--- config.mk ---
export PLATFORM = sky130hd
export DESIGN_NAME = io_bridge
export DESIGN_NICKNAME = d
export VERILOG_FILES = /design/src/rtl/io_bridge.sv
export SDC_FILE = /design/constraint.sdc
export NUM_CORES = 1
export LEC_CHECK = 0
export CAP_MARGIN = 25
export CORE_ASPECT_RATIO = 0.5
export CORE_UTILIZATION = 45
export DETAILED_ROUTE_END_ITERATION = 8
export GPL_ROUTABILITY_DRIVEN = 0
export GPL_TIMING_DRIVEN = 0
export HOLD_SLACK_MARGIN = 0.02
export PLACE_DENSITY = 0.66
export SYNTH_ARGS = -nofsm -noshare
export SYNTH_HDL_FRONTEND = slang
export SYNTH_SLANG_ARGS = --single-unit
--- constraint.sdc ---
create_clock -name clk_in -period 8 [get_ports clk_in]
set_input_delay 1.6 -clock clk_in [delete_from_list [all_inputs] [get_ports clk_in]]
set_output_delay 1.6 -clock clk_in [all_outputs]
set_load 0.03 [all_outputs]
--- src/rtl/io_bridge.sv ---
// ---------------------------------------------------------------------------
// io_bridge
//   Memory-mapped I/O bridge between the CPU core's byte-wide bus and the
//   128 KB RAM / UART. Accesses with cpu_a[17:16]==2'b11 go to the I/O window.
//   The rest go to RAM through a purely combinational path.
//
//   I/O map (cpu_a[17:0]):
//     0x30000  write: push a non-zero byte to the TX FIFO (0x00 is ignored)
//              read : pop the RX FIFO head (0x00 when empty)
//     0x30004  write: push 0x00 to the TX FIFO and set program_done
//              read : latch a cycle_cnt snapshot and return its byte 0
//     0x30005-0x30007  read: snapshot bytes 1..3 (no re-latch)
//
//   Ports
//     clk_in, rst_in          clock, async active-low reset
//     rdy_in                  core ready; bus accesses are ignored while low
//     cpu_a/cpu_wr/cpu_dout   core address / write strobe / write data
//     cpu_din                 read data, valid one cycle after the address
//     ram_a/ram_we/ram_wdata  RAM address / write enable / write data
//     ram_rdata               RAM read data, one cycle after ram_a
//     tx_data/tx_valid/tx_ready   UART TX byte stream (TX FIFO head)
//     rx_data/rx_valid            UART RX byte offer
//     io_buffer_full          TX FIFO has FULL_MARGIN or fewer free slots
//     program_done            sticky stop flag
//
//   Build option: define IO_BRIDGE_RX_EN to include the RX FIFO. When the
//   macro is undefined, rx_valid/rx_data are ignored and 0x30000 reads 0x00.
// ---------------------------------------------------------------------------
module io_bridge #(
  parameter int TX_DEPTH_LOG2 = 4,
  parameter int RX_DEPTH_LOG2 = 4,
  parameter int FULL_MARGIN   = 2
) (
  input  logic        clk_in,
  input  logic        rst_in,
  input  logic        rdy_in,
  input  logic [31:0] cpu_a,
  input  logic        cpu_wr,
  input  logic [7:0]  cpu_dout,
  output logic [7:0]  cpu_din,
  output logic [16:0] ram_a,
  output logic        ram_we,
  output logic [7:0]  ram_wdata,
  input  logic [7:0]  ram_rdata,
  output logic [7:0]  tx_data,
  output logic        tx_valid,
  input  logic        tx_ready,
  input  logic [7:0]  rx_data,
  input  logic        rx_valid,
  output logic        io_buffer_full,
  output logic        program_done
);

  localparam int              TXW        = TX_DEPTH_LOG2;
  localparam int              TX_ENTRIES = 1 << TXW;
  localparam logic [TXW:0]    TX_DEPTH   = (TXW+1)'(TX_ENTRIES);
  localparam logic [TXW:0]    TX_MARGIN  = (TXW+1)'(FULL_MARGIN);

  // ---------------- decode and RAM path ----------------
  logic [17:0] addr;
  logic        is_io, io_wr, io_rd, stop_wr, tx_push;
  logic [7:0]  tx_wdata;
  logic        unused_addr_hi;

  assign addr           = cpu_a[17:0];
  assign unused_addr_hi = ^cpu_a[31:18];
  assign is_io          = (addr[17:16] == 2'b11);

  assign ram_a     = cpu_a[16:0];
  assign ram_wdata = cpu_dout;
  assign ram_we    = rdy_in & cpu_wr & ~is_io;

  assign io_wr    = rdy_in & cpu_wr & is_io;
  assign io_rd    = rdy_in & ~cpu_wr & is_io;
  assign stop_wr  = io_wr & (addr == 18'h30004);
  assign tx_push  = stop_wr | (io_wr & (addr == 18'h30000) & (cpu_dout != 8'h00));
  assign tx_wdata = stop_wr ? 8'h00 : cpu_dout;

  // ---------------- TX FIFO ----------------
  logic [7:0]     tx_mem [TX_ENTRIES];
  logic [TXW-1:0] tx_wr_ptr, tx_rd_ptr;
  logic [TXW:0]   tx_count, tx_count_next;
  logic           tx_pop, tx_push_ok;

  assign tx_valid   = (tx_count != '0);
  assign tx_data    = tx_valid ? tx_mem[tx_rd_ptr] : 8'h00;
  assign tx_pop     = tx_valid & tx_ready;
  // A pop in the same cycle frees a slot, so a push into a full FIFO is legal then.
  assign tx_push_ok = tx_push & ((tx_count != TX_DEPTH) | tx_pop);

  // NOTE: every variable driven here gets a default first, so no latch is inferred.
  always_comb begin
    tx_count_next = tx_count;
    if (tx_push_ok && !tx_pop)      tx_count_next = tx_count + (TXW+1)'(1);
    else if (tx_pop && !tx_push_ok) tx_count_next = tx_count - (TXW+1)'(1);
  end

  // NOTE: FIFO storage has no reset; the pointers and count define what is valid.
  always_ff @(posedge clk_in) begin
    if (tx_push_ok) tx_mem[tx_wr_ptr] <= tx_wdata;
  end

  // NOTE: sequential state uses non-blocking assignments only.
  always_ff @(posedge clk_in or negedge rst_in) begin
    if (!rst_in) begin
      tx_wr_ptr      <= '0;
      tx_rd_ptr      <= '0;
      tx_count       <= '0;
      io_buffer_full <= 1'b0;
    end else begin
      if (tx_push_ok) tx_wr_ptr <= tx_wr_ptr + TXW'(1);
      if (tx_pop)     tx_rd_ptr <= tx_rd_ptr + TXW'(1);
      tx_count       <= tx_count_next;
      io_buffer_full <= (TX_DEPTH - tx_count_next) <= TX_MARGIN;
    end
  end

  // ---------------- RX FIFO (optional) ----------------
`ifdef IO_BRIDGE_RX_EN
  localparam int              RXW        = RX_DEPTH_LOG2;
  localparam int              RX_ENTRIES = 1 << RXW;
  localparam logic [RXW:0]    RX_DEPTH   = (RXW+1)'(RX_ENTRIES);

  logic [7:0]     rx_mem [RX_ENTRIES];
  logic [RXW-1:0] rx_wr_ptr, rx_rd_ptr;
  logic [RXW:0]   rx_count;
  logic           rx_nonempty, rx_pop, rx_push_ok;
  logic [7:0]     rx_head;

  assign rx_nonempty = (rx_count != '0);
  assign rx_head     = rx_mem[rx_rd_ptr];
  assign rx_pop      = io_rd & (addr == 18'h30000) & rx_nonempty;
  assign rx_push_ok  = rx_valid & ((rx_count != RX_DEPTH) | rx_pop);

  always_ff @(posedge clk_in) begin
    if (rx_push_ok) rx_mem[rx_wr_ptr] <= rx_data;
  end

  always_ff @(posedge clk_in or negedge rst_in) begin
    if (!rst_in) begin
      rx_wr_ptr <= '0;
      rx_rd_ptr <= '0;
      rx_count  <= '0;
    end else begin
      if (rx_push_ok) rx_wr_ptr <= rx_wr_ptr + RXW'(1);
      if (rx_pop)     rx_rd_ptr <= rx_rd_ptr + RXW'(1);
      case ({rx_push_ok, rx_pop})
        2'b10:   rx_count <= rx_count + (RXW+1)'(1);
        2'b01:   rx_count <= rx_count - (RXW+1)'(1);
        default: rx_count <= rx_count;
      endcase
    end
  end
`else
  logic unused_rx;
  assign unused_rx = rx_valid ^ (^rx_data);
`endif

  // ---------------- I/O read path, cycle counter, stop flag ----------------
  logic [31:0] cycle_cnt, snap;
  logic        snap_load, sel_io_q;
  logic [7:0]  io_rdata_d, io_rdata_q;

  always_comb begin
    io_rdata_d = 8'h00;
    snap_load  = 1'b0;
    if (io_rd) begin
      if (addr == 18'h30000) begin
`ifdef IO_BRIDGE_RX_EN
        if (rx_nonempty) io_rdata_d = rx_head;
`endif
      end else if (addr == 18'h30004) begin
        // Byte 0 comes straight from the counter value being latched this edge.
        io_rdata_d = cycle_cnt[7:0];
        snap_load  = 1'b1;
      end else if (addr[17:2] == 16'hC001) begin
        io_rdata_d = snap[{addr[1:0], 3'b000} +: 8];
      end
    end
  end

  always_ff @(posedge clk_in or negedge rst_in) begin
    if (!rst_in) begin
      cycle_cnt    <= '0;
      snap         <= '0;
      program_done <= 1'b0;
      sel_io_q     <= 1'b0;
      io_rdata_q   <= 8'h00;
    end else begin
      cycle_cnt <= cycle_cnt + 32'd1;
      if (snap_load) snap         <= cycle_cnt;
      if (stop_wr)   program_done <= 1'b1;
      // Read-select and data hold through rdy_in stalls.
      if (rdy_in) begin
        sel_io_q   <= is_io;
        io_rdata_q <= io_rdata_d;
      end
    end
  end

  assign cpu_din = sel_io_q ? io_rdata_q : ram_rdata;

endmodule

Word-level counts from Yosys, hierarchy flattened
Memories as Yosys holds them, arrays and structs flattened.
Cells that the tools add are included.
{ "word_totals": {"reg_bits": 88, "ram_bits": 128, "inputBits": 62, "memories": 1} }
{ "mem_list": {"columns": ["memory", "words", "width", "rd", "rd_ports_with_merged_regs", "wr", "line_no", "text"], "rows": [
  ["tx_mem", 16, 8, 1, 0, 1, "80", "logic [7:0] tx_mem [TX_ENTRIES];"]
]} }
{ "classes": {"addsub": 6, "magnitude_cmp": 1, "eq_ne": 5, "shifts": 1, "muxes": 14, "bitwise_logic": 14, "reduce_logical": 6} }
{ "op_table": {"columns": ["cell", "count"], "rows": [
  ["$mux W8", 7],
  ["$eq A18 B18 Y1 const B", 2],
  ["$add A32 B1 Y32 const B", 1],
  ["$shiftx A32 B6 Y8", 1],
  ["$eq A16 B16 Y1 const B", 1],
  ["$and A1 B1 Y1", 10],
  ["$mux W5", 2],
  ["$add A4 B1 Y4 const B", 2],
  ["$reduce_bool A8 Y1", 1],
  ["$add A5 B1 Y5 const B", 1],
  ["$le A5 B2 Y1 const B", 1],
  ["$mux W1", 5],
  ["$ne A5 B5 Y1 const B", 1],
  ["$reduce_bool A5 Y1", 1],
  ["$sub A5 B1 Y5 const B", 1],
  ["$sub A5 B5 Y5 const A", 1],
  ["$eq A2 B2 Y1 const B", 1],
  ["$logic_and A1 B1 Y1", 2],
  ["$logic_not A1 Y1", 2],
  ["$not A1 Y1", 2],
  ["$or A1 B1 Y1", 2]
]} }

Depth between registers and ports, before layout
Gate-level depths: netlist (run 1).
{ "logic_depth": {"depth_word": 12, "depth_mapped": 12, "mapped_depth_nobuf": 12} }

Least setup slack after synthesis (run 1)
No wires, ideal clock.
{ "synth_path": {"path_kind": "register -> output", "from": "register tx_rd_ptr[0]", "to": "output port tx_data[0]", "arrival_ps": 2203, "slack_ps": 4197, "stages_incl_launch_ff": 6, "path_buffers": 2, "path_cell_list": "dfrtp_1 clkbuf_1 buf_2 mux4_2 mux4_2 and2_1"} }
{ "synth_via": {"elab_chain_cells": 2} }
{ "synth_rtl": {"columns": ["item", "line_no", "text"], "rows": [
  ["from (decl)", "81", "logic [TXW-1:0] tx_wr_ptr, tx_rd_ptr;"],
  ["from (signal assigned)", "112", "if (tx_pop) tx_rd_ptr <= tx_rd_ptr + TXW'(1);"],
  ["$mem_v2 Z16 W8", null, null],
  ["$mux W8", "86", "assign tx_data = tx_valid ? tx_mem[tx_rd_ptr] : 8'h00;"],
  ["to (decl)", "45", "output logic [7:0] tx_data,"]
]} }
Every way passes these cells.

Final worst setup path (run 1)
{ "layout_path": {"from": "register tx_rd_ptr[0]", "to": "output port tx_data[3]"} }
Same word-level chain as after synthesis.

==> reports/metrics.csv, run 1 <==
metric;value;unit
die_h;103;um
core_area;19700;sq um
wl_met2;9040;um
final_util;0.559;
seq_area_frac_synth;0.637;
skew;0.0210;ns
p_leak;4.19;nW
dr.pass1.iters;4;
max_freq;193;MHz
period_minus_slack;5.19;ns
drt-wirelength-per-cell;18.7;um
rows;36;
cpMostUsedCell;mux4_2;
diodes;0;
final_common_cell;edfxtp_1;
maxSlewViolCount;0;
die_w;204;um
synthToLayoutAreaGrowth;20.2;%
finalCritPeriodShare;0.649;
drtAntennaViolNets;0;
cts_buffer_depth;3;
syn_avg_cell_area;14.4;sq um
grt_pass1_vias;5345;
final_layout_size_suffix_gt1_frac;0.185;
path_clk_slew;0.06;ns
fillerInstances;1615;
setup-tns-final;0;ns
maxSlewHeadroom;0.319;
top_layer_used;met4;
power.density;268;nW/um^2
dr_wl_met3;811;um
cts_buffers;20;
fin_cells;1021;
cts_tree;built;
antenna_found_initial;0;
hold_buffers;0;
wl_met1;8840;um
ios;107;
hold_path.class;reg2reg;
finalSetupViolations;0;
io_buffer_count;83;
cp-start-kind;flip-flop;
cp_slowest_cell;mux4_2;
clk_latency;0.50;ns
synthCells;635;
syn_area;9180;sq um
status;completed;
grt_use_total;0.188;
ctsHtreeMaxLevel;1;
synth_flop_cell;edfxtp_1;
grt_start_max_net_pins;45;
async_flop_share;0.385;
peakVddDrop;140;uV
final_cell_mix;edfxtp_1, nand2_1, clkdlybuf4s50_1, dfrtp_1, mux4_2;
grt_pass1_wl;30000;um
required;6.40;ns
syn_nets;708;
synth.distinct_cells;56;
wl;19100;um
crit_chain;clkbuf_1 > buf_2 > mux4_2 > mux4_2 > and2_1 > clkdlybuf4s50_1;
tightest_slew;1.02;ns
whs;0.472;ns
cp-end-kind;primary output;
maxCapViolCount;0;
critical_path_class;reg2out;
total_power;2.96;mW
via_per_inst;5.23;
rsz0062_at_grt;no;
ys_warn_count;0;
cp_max_fo;10;
hpwlAfterDp;13300;um
cp_data_arrival_time;3.59;ns
dp_cells;985;
drc;0;
vias;5343;
clkSinkCount;208;
ctsResizeCount;0;
hold_viol;0;
initial_core_util;0.465;
cts_root_buf;clkbuf_16;
slowest_delay;0.59;ns
nets;814;
synth-edff-count;128;
postCtsSetupBuffers;0;
synth-seq-cells;208;
dieArea;21000;sq um
drt_iter0_drc;339;
grt_overflow_total;0;
## cells by family after synthesis
family	Yosys count	synth area share
AO/OA/AOI/OAI	36	0.0304
AND/OR/NAND/NOR	212	0.120
flip-flops	208	0.637
adder cells (fa/ha/maj)	11	0.0150
multiplexers	56	0.119
buffers and inverters	74	0.0424
XOR/XNOR	38	0.0363
## registers in the layout, summed over array words and instances, names as in the netlist
signal          flops
io_rdata_q          8
tx_mem            128
tx_rd_ptr           4
program_done        1
sel_io_q            1
io_buffer_full      1
tx_wr_ptr           4
cycle_cnt          32
tx_count            5
snap               24
## power breakdown
group / internal, mW / leakage [nW] / switching [mW] / total, mW
logic: 0.409 / 1.65 / 0.428 / 0.837
clock network: 0.535 / 0.309 / 0.396 / 0.931
registers: 1.17 / 2.22 / 0.0226 / 1.19
## critical path, delay by kind of cell, from the launching register on
kind / cells / cell delay, ns
DFF: 1 / 0.35
and+or+nand+nor: 1 / 0.18
buffers and inverters: 3 / 1.43
muxes: 2 / 1.11
## cells in the mapped netlist, drive strengths merged (10+ instances only)
cell type	n	share of area
nand3	14	0.0076
nand4	10	0.0068
inv	22	0.0090
dfrtp	80	0.22
buf	37	0.027
ha	11	0.015
edfxtp	128	0.42
nor3	10	0.0060
xnor2	29	0.028
clkbuf	15	0.0061
and2	18	0.012
mux4	41	0.10
nor2	22	0.0090
nand2	100	0.041
mux2	15	0.018
## per-layer routing
| layer | global-route usage | vias up |
|---|---|---|
| met5 | 0 | - |
| met3 | 0.0322 | 27 |
| li1 | - | 2523 |
| met4 | 0.0425 | 0 |
| met2 | 0.308 | 120 |
| met1 | 0.267 | 2673 |
## through the flow
stage                     worst slack, ns  cell area, sq um
after floorplan                      4.20              9180
after global placement               2.44             10300
after detailed placement             3.28             10400
after CTS                            2.75             11000
after global routing                 2.63             11000
final                                2.81             11000
## final cells by class
cell class | instances | area (sq um) | area share
Sequential cell | 208 | 5850 | 0.530
Multi-Input combinational cell | 353 | 2960 | 0.268
Timing Repair Buffer | 84 | 856 | 0.0776
Clock buffer | 30 | 578 | 0.0524
Tap cell | 266 | 333 | 0.0302
Buffer | 52 | 307 | 0.0278
Inverter | 22 | 82.6 | 0.00749
Clock inverter | 6 | 70.1 | 0.00635
## final timing paths
| path | depth (start not counted) | from | end | slack (ns) |
|---|---|---|---|---|
| worst max register to register | 11 | tx_count[0]$_DFF_PN0_ | io_buffer_full$_DFF_PN0_ | 4.98 |
| worst min-delay path | 1 | program_done$_DFFE_PN0P_ | program_done$_DFFE_PN0P_ | 0.47 |
| max in group asynchronous | 2 | rst_in | tx_count[2]$_DFF_PN0_ | 6.32 |
| worst max-delay path | 6 | tx_rd_ptr[0]$_DFFE_PN0P_ | tx_data[3] | 2.81 |
| worst min register to register | 1 | program_done$_DFFE_PN0P_ | program_done$_DFFE_PN0P_ | 0.47 |
| min in group asynchronous | 1 | rst_in | cycle_cnt[18]$_DFF_PN0_ | 1.07 |
(Power assumes the default switching activity.)
==> run 2: changes to the inputs <==
PLACE_DENSITY = 0.69   (was 0.66)
clock period = 4.3 ns   (was 8 ns; I/O delays follow)
==> run 2 against run 1 <==
Net effect: routed wire length down 0.96%; first-iteration DRC count shrank 5.0%; die area stayed put; critical path type unchanged; largest cell class unchanged; largest power group unchanged.
==> reports/metrics.csv, run 2 (synthesis gave the netlist of run 1 again) <==
metric;value;unit;change
status;completed;;unchanged
initial_core_util;0.465;;unchanged
drtAntennaViolNets;0;;unchanged
cp_slowest_cell;clkdlybuf4s50_1;;was mux4_2
dp_slack;0.296;ns;was 3.28 ns
drc;0;;unchanged
cp_max_fo;10;;unchanged
finalCritPeriodShare;0.963;;
p_sw;1.55;mW;was 847 uW
final_util;0.558;;was 0.559
whs;0.348;ns;was 0.472 ns
cts_tree;built;;unchanged
crit_buf_inv;3;;unchanged
seqPwrFrac;0.406;;was 0.402
synthToLayoutAreaGrowth;20.1;%;was 20.2%
drt_iter0_drc;322;;was 339
rows;36;;unchanged
antenna_found_initial;1;;was 0
hold_path.class;in2async;;was reg2reg
period_minus_slack;4.14;ns;
hold_viol;0;;unchanged
setup_slack;0.160;ns;was 2.81 ns
ctsResizeCount;4;;was 0
final_cell_mix;edfxtp_1, nand2_1, clkdlybuf4s50_1, dfrtp_1, mux4_2;;unchanged
peakVddDrop;262;uV;was 140 uV
drt-wirelength-per-cell;18.5;um;was 18.7 um
cpMostUsedCell;mux4_2;;unchanged
grt_overflow_total;0;;unchanged
critical_path_class;reg2out;;unchanged
hold_buffers;0;;unchanged
ios;107;;unchanged
core_area;19700;sq um;unchanged
max_freq;242;MHz;
critPathTopFamily;buffers and inverters;;unchanged
setup-tns-final;0;ns;unchanged
largest_reg_flops;128;;unchanged
slowest_delay;0.59;ns;about the same
nets;814;;unchanged
p_leak;4.21;nW;was 4.19 nW
cts_buffer_depth;3;;unchanged
fin_cells;1020;;was 1,021
maxSlewHeadroom;0.401;;was 0.319
swShare;0.283;;was 0.286
clkSinkCount;208;;unchanged
cp-end-kind;primary output;;unchanged
cts_root_buf;clkbuf_16;;unchanged
hpwlAfterDp;13300;um;about the same
p_comb_frac;0.288;;was 0.283
maxSlewViolCount;0;;unchanged
via_per_inst;5.24;;was 5.23
place_area;10400;sq um;unchanged
fillerInstances;1605;;was 1,615
power.density;495;nW/um^2;was 268 nW/um^2
cts_buffers;19;;was 20
die_w;204;um;unchanged
fin_area;11000;sq um;about the same
postCtsSetupBuffers;0;;unchanged
cp_data_arrival_time;3.28;ns;was 3.59 ns
finalSetupViolations;0;;unchanged
crit_chain;clkbuf_2 > clkbuf_4 > mux4_2 > mux4_2 > and2_1 > clkdlybuf4s50_1;;was clkbuf_1 > buf_2 > mux4_2 > mux4_2 > and2_1 > clkdlybuf4s50_1
dieArea;21000;sq um;unchanged
cp-start-kind;flip-flop;;unchanged
grt_start_max_net_pins;45;;unchanged
diodes;0;;unchanged
path_clk_slew;0.07;ns;was 0.06 ns
dr.pass1.iters;5;;was 4
skew;0.0214;ns;was 0.0210 ns
regMostFlops;tx_mem;;unchanged
total_power;5.45;mW;was 2.96 mW
rsz0062_at_grt;no;;unchanged
wl;18900;um;was 19,100 um
ctsHtreeMaxLevel;1;;unchanged
die_h;103;um;unchanged
reg_top3;tx_mem: 128 flops, cycle_cnt: 32 flops, snap: 24 flops;;unchanged
final_common_cell;edfxtp_1;;unchanged
grt_pass1_wl;29600;um;was 30,000 um
grt_use_total;0.186;;was 0.188
tightest_slew;0.894;ns;was 1.02 ns
required;3.44;ns;was 6.40 ns
clk_latency;0.49;ns;was 0.50 ns
grt_pass1_vias;5319;;was 5,345
p_clk_frac;0.306;;was 0.315
final_layout_size_suffix_gt1_frac;0.195;;was 0.185
maxCapViolCount;0;;unchanged
dp_cells;986;;was 985
p_int;3.91;mW;was 2.11 mW
vias;5344;;was 5,343
io_buffer_count;83;;unchanged
## run 2: cell types whose count changed in the layout (fill, tap and decap cells not counted), sizes merged
cell	before	now
buf	39	37
clkbuf	45	44
clkinv	3	6
clkinvlp	2	0
inv	22	23
## run 2: final timing paths
path                                          start                   endpoint  slack [ns]  cells after the start
hold reg to reg            program_done$_DFFE_PN0P_   program_done$_DFFE_PN0P_        0.47                      1
setup reg to reg              tx_count[0]$_DFF_PN0_   io_buffer_full$_DFF_PN0_        1.25                     11
hold / removal                               rst_in   tx_wr_ptr[0]$_DFFE_PN0P_        0.35                      1
max in group asynchronous                    rst_in  io_rdata_q[4]$_DFFE_PN0P_        3.36                      2
min in group clk_in        program_done$_DFFE_PN0P_   program_done$_DFFE_PN0P_        0.47                      1
setup / recovery           tx_rd_ptr[0]$_DFFE_PN0P_                 tx_data[3]        0.16                      6
## run 2: layout make-up
| type | count | area (sq um) | share of cell area |
|---|---|---|---|
| clock inverters | 8 | 68.8 | 0.00625 |
| well taps | 266 | 333 | 0.0302 |
| multi-input cells | 353 | 2960 | 0.268 |
| clock buffers | 26 | 552 | 0.0501 |
| repair buffers | 85 | 861 | 0.0781 |
| inverters | 22 | 82.6 | 0.00750 |
| plain buffers | 52 | 319 | 0.0290 |
| flip-flops and latches | 208 | 5850 | 0.531 |
## run 2: layer usage
layer  global-route usage  up-vias  routed length (um)
li1                     -     2520                   -
met1                0.258     2698                8430
met2                0.314       96                9280
met3               0.0265       30                 747
met4               0.0505        0                 413
met5                    0        -                   0
## run 2: worst reg2reg max path, cell delays in order, from the launching register on
cell,delay (ns)
dfrtp_1,0.44
inv_1,0.13
ha_1,0.19
or4b_4,0.50
nand2_1,0.24
a21oi_1,0.13
a21oi_1,0.27
xnor2_1,0.18
inv_1,0.08
ha_1,0.22
or3b_1,0.38
a32oi_1,0.21
## run 2: power groups by stage
stage / logic [mW] / clock network [mW] / registers [mW]
6_report: 1.57 / 1.67 / 2.21
4_1_cts: 1.59 / 1.70 / 2.21
2_1_floorplan: 1.08 / 0 / 2.25
3_5_place_dp: 1.58 / 0 / 2.25
5_1_grt: 1.69 / 1.78 / 2.22
3_3_place_gp: 1.55 / 0 / 2.25
==> run 3: changes to the inputs <==
--- a/config.mk
+++ b/config.mk
@@ -6,6 +6,6 @@
 export NUM_CORES = 1
 export LEC_CHECK = 0
+export ABC_AREA = 1
 export CAP_MARGIN = 25
-export CORE_ASPECT_RATIO = 0.5
 export CORE_UTILIZATION = 45
 export DETAILED_ROUTE_END_ITERATION = 8
@@ -13,5 +13,5 @@
 export GPL_TIMING_DRIVEN = 0
 export HOLD_SLACK_MARGIN = 0.02
-export PLACE_DENSITY = 0.69
+export PLACE_DENSITY = 0.68
 export SYNTH_ARGS = -nofsm -noshare
 export SYNTH_HDL_FRONTEND = slang
==> constraint.sdc (replaced) <==
create_clock -name clk_in -period 4.3 [get_ports clk_in]
set_input_delay 0.86 -clock clk_in [delete_from_list [all_inputs] [get_ports clk_in]]
set_output_delay 0.86 -clock clk_in [all_outputs]
set_load 0.1 [all_outputs]
==> run 3 against run 2 <==
Net effect: hold slack worse by 0.064 ns; highest routed layer unchanged; die area increased by 7.4%; final area is 7.9% higher; routed wire length increased by 25%; clock power increased by 26%; maximum frequency down 0.92%; first-iteration DRC count rose by 77%; synthesized cell count is 47% higher; core utilization is essentially flat; critical endpoint unchanged; sequential power rose by 4%; total power rose by 26%; combinational power is 55% higher; largest cell class unchanged.
==> reports/metrics.csv, run 3 <==
metric;value;unit;change
met3_usage;0.0373;;was 0.0265
drtAntennaViolNets;0;;unchanged
synth_top_area_frac;0.389;;was 0.419
hpwlAfterDp;16300;um;was 13,300 um
hold_buffers;0;;unchanged
cp_slowest_cell;clkdlybuf4s15_2;;was clkdlybuf4s50_1
power.density;576;nW/um^2;was 495 nW/um^2
peakVddDrop;370;uV;was 262 uV
dp_slack;0.190;ns;was 0.296 ns
fin_area;11900;sq um;was 11,000 sq um
max_freq;239;MHz;was 242 MHz
synth-edff-count;128;;unchanged
clk_latency;0.52;ns;was 0.49 ns
cts_buffers;24;;was 19
wl;23600;um;was 18,900 um
largest_reg_flops;128;;unchanged
critical_path_class;reg2out;;unchanged
maxSlewViolCount;0;;unchanged
synth-seq-cells;216;;was 208
syn_nets;1009;;was 708
critPathTopFamily;buffers and inverters;;unchanged
synth_top_area_cell;edfxtp_1;;unchanged
hold_path.class;in2async;;unchanged
p_clk_frac;0.308;;was 0.306
drc;0;;unchanged
rows;53;;was 36
synthToLayoutAreaGrowth;20.3;%;was 20.1%
busiest_layer;met2;;unchanged
fin_cells;1339;;was 1,020
skew;0.0215;ns;was 0.0214 ns
crit_buf_inv;3;;unchanged
grt_pass1_wl;37700;um;was 29,600 um
grt_use_total;0.217;;was 0.186
dieArea;22600;sq um;was 21,000 sq um
grt_use_met2;0.348;;was 0.314
final_util;0.558;;about the same
finalSetupViolations;0;;unchanged
synthTopCellsByCount;edfxtp_1, nor2_1, nand2_1;;was edfxtp_1, nand2_1, dfrtp_1
io_buffer_count;82;;was 83
antenna_found_initial;0;;was 1
grt_overflow_total;0;;unchanged
cts_root_buf;clkbuf_16;;unchanged
setup_slack;0.122;ns;was 0.160 ns
dp_cells;1294;;was 986
cp-start-kind;flip-flop;;unchanged
cpMostUsedCell;clkbuf_1;;was mux4_2
seq_area_frac_synth;0.612;;was 0.637
slowest_delay;0.60;ns;was 0.59 ns
hold_viol;0;;unchanged
place_area;11100;sq um;was 10,400 sq um
p_int;4.11;mW;was 3.91 mW
regMostFlops;tx_mem;;unchanged
final_layout_size_suffix_gt1_frac;0.121;;was 0.195
p_leak;4.71;nW;was 4.21 nW
cp_max_fo;10;;unchanged
drt_iter0_drc;569;;was 322
clkSinkCount;216;;was 208
via_per_inst;5.34;;was 5.24
synthTopCellsByArea;edfxtp_1, dfrtp_1, o21ai_0, nor2_1, nand2_1;;was edfxtp_1, dfrtp_1, mux4_2, nand2_1, xnor2_1
ys_warn_count;0;;unchanged
p_comb_frac;0.356;;was 0.288
ios;107;;unchanged
syn_area;9880;sq um;was 9180 sq um
core_area;21300;sq um;was 19,700 sq um
dr.pass1.iters;5;;unchanged
maxSlewHeadroom;0.343;;was 0.401
period_minus_slack;4.18;ns;was 4.14 ns
drt-wirelength-per-cell;17.6;um;was 18.5 um
synth.distinct_cells;39;;was 56
diodes;0;;unchanged
synth_flop_cell;edfxtp_1;;unchanged
maxCapViolCount;0;;unchanged
path_clk_slew;0.06;ns;was 0.07 ns
rsz0062_at_grt;no;;unchanged
vias;7155;;was 5,344
whs;0.284;ns;was 0.348 ns
seqPwrFrac;0.336;;was 0.406
finalCritPeriodShare;0.972;;was 0.963
initial_core_util;0.464;;was 0.465
syn_avg_cell_area;10.6;sq um;was 14.4 sq um
reg_top3;tx_mem: 128 flops, cycle_cnt: 32 flops, snap: 32 flops;;was tx_mem: 128 flops, cycle_cnt: 32 flops, snap: 24 flops
grt_start_max_net_pins;58;;was 45
total_power;6.85;mW;was 5.45 mW
met1_usage;0.304;;was 0.258
synthCells;936;;was 635
cts_buffer_depth;3;;unchanged
die_w;150;um;was 204 um
p_sw;2.73;mW;was 1.55 mW
crit_chain;clkbuf_1 > clkbuf_1 > o21ai_0 > o221ai_1 > nand3_1 > a21oi_1 > clkdlybuf4s15_2;;was clkbuf_2 > clkbuf_4 > mux4_2 > mux4_2 > and2_1 > clkdlybuf4s50_1
die_h;150;um;was 103 um
final_cell_mix;nor2_1, edfxtp_1, nand2_1, o21ai_0, dfrtp_1;;was edfxtp_1, nand2_1, clkdlybuf4s50_1, dfrtp_1, mux4_2
grt_pass1_vias;7094;;was 5,319
required;3.44;ns;about the same
cp_data_arrival_time;3.32;ns;was 3.28 ns
nets;1119;;was 814
setup-tns-final;0;ns;unchanged
ctsHtreeMaxLevel;1;;unchanged
tightest_slew;0.983;ns;was 0.894 ns
cp-end-kind;primary output;;unchanged
async_flop_share;0.407;;was 0.385
postCtsSetupBuffers;0;;unchanged
cts_tree;built;;unchanged
status;completed;;unchanged
swShare;0.399;;was 0.283
run 3: changes by cell type in the layout (fill, tap and decap cells not counted), moves of 11 or more:
cell	delta
o21ai_0	+112
inv_1	+58
xor2_1	+30
mux2_2	-15
mux4_2	-41
o221ai_1	+22
nand3_1	+11
xnor2_1	-29
nor2_1	+106
clkbuf_1	+21
and2_1	-18
nand2_1	+22
o22ai_1	+16
run 3: final timing paths:
kind / startpoint / endpoint / slack [ns] / cells past startpoint
max: tx_rd_ptr[0]$_DFFE_PN0P_ / tx_data[3] / 0.12 / 7
min in group clk_in: cycle_cnt[31]$_DFF_PN0_ / cycle_cnt[31]$_DFF_PN0_ / 0.47 / 1
min reg2reg: cycle_cnt[31]$_DFF_PN0_ / cycle_cnt[31]$_DFF_PN0_ / 0.47 / 1
min: rst_in / io_rdata_q[4]$_DFFE_PN0P_ / 0.28 / 1
max reg2reg: tx_count[0]$_DFF_PN0_ / tx_mem[11][2]$_DFFE_PP_ / 1.84 / 8
max in group asynchronous: rst_in / cycle_cnt[26]$_DFF_PN0_ / 3.38 / 2
run 3: metal layers:
layer	vias up	routed length, um
met1	3449	10600
met5	-	0
li1	3408	-
met3	37	1550
met2	261	10900
met4	0	544
run 3: area by class of cell:
type / count / area (sq um)
clock inverter: 10 / 113
fill: 1798 / 9400
clock buffer: 34 / 723
sequential: 216 / 6050
inverter: 86 / 323
multi-input combinational: 573 / 3180
timing repair buffer: 84 / 826
tap: 275 / 344
buffer: 61 / 328
run 3: what timing repair did:
item | CTS | global route
cloned | 0 | 0
pin swaps | 0 | 0
endpoints found under the setup margin | 8 | 6
gates resized for setup | 15 | 9
run 3: logic make-up after synthesis:
family / count (synthesis) / share of synthesized area
compound gates: 180 / 0.106
mux: 4 / 0.00456
simple gates: 339 / 0.163
xor+xnor: 39 / 0.0346
buf+inv: 147 / 0.0658
flops: 216 / 0.612
fa+ha+maj: 11 / 0.0139
run 3: power by group through the flow:
stage          Sequential (mW)  Clock (mW)  Combinational [mW]
2_1_floorplan             2.33           0                1.79
3_3_place_gp              2.33           0                2.44
3_5_place_dp              2.34           0                2.47
4_1_cts                   2.29        2.14                2.44
5_1_grt                   2.30        2.23                2.60
6_report                  2.30        2.11                2.44
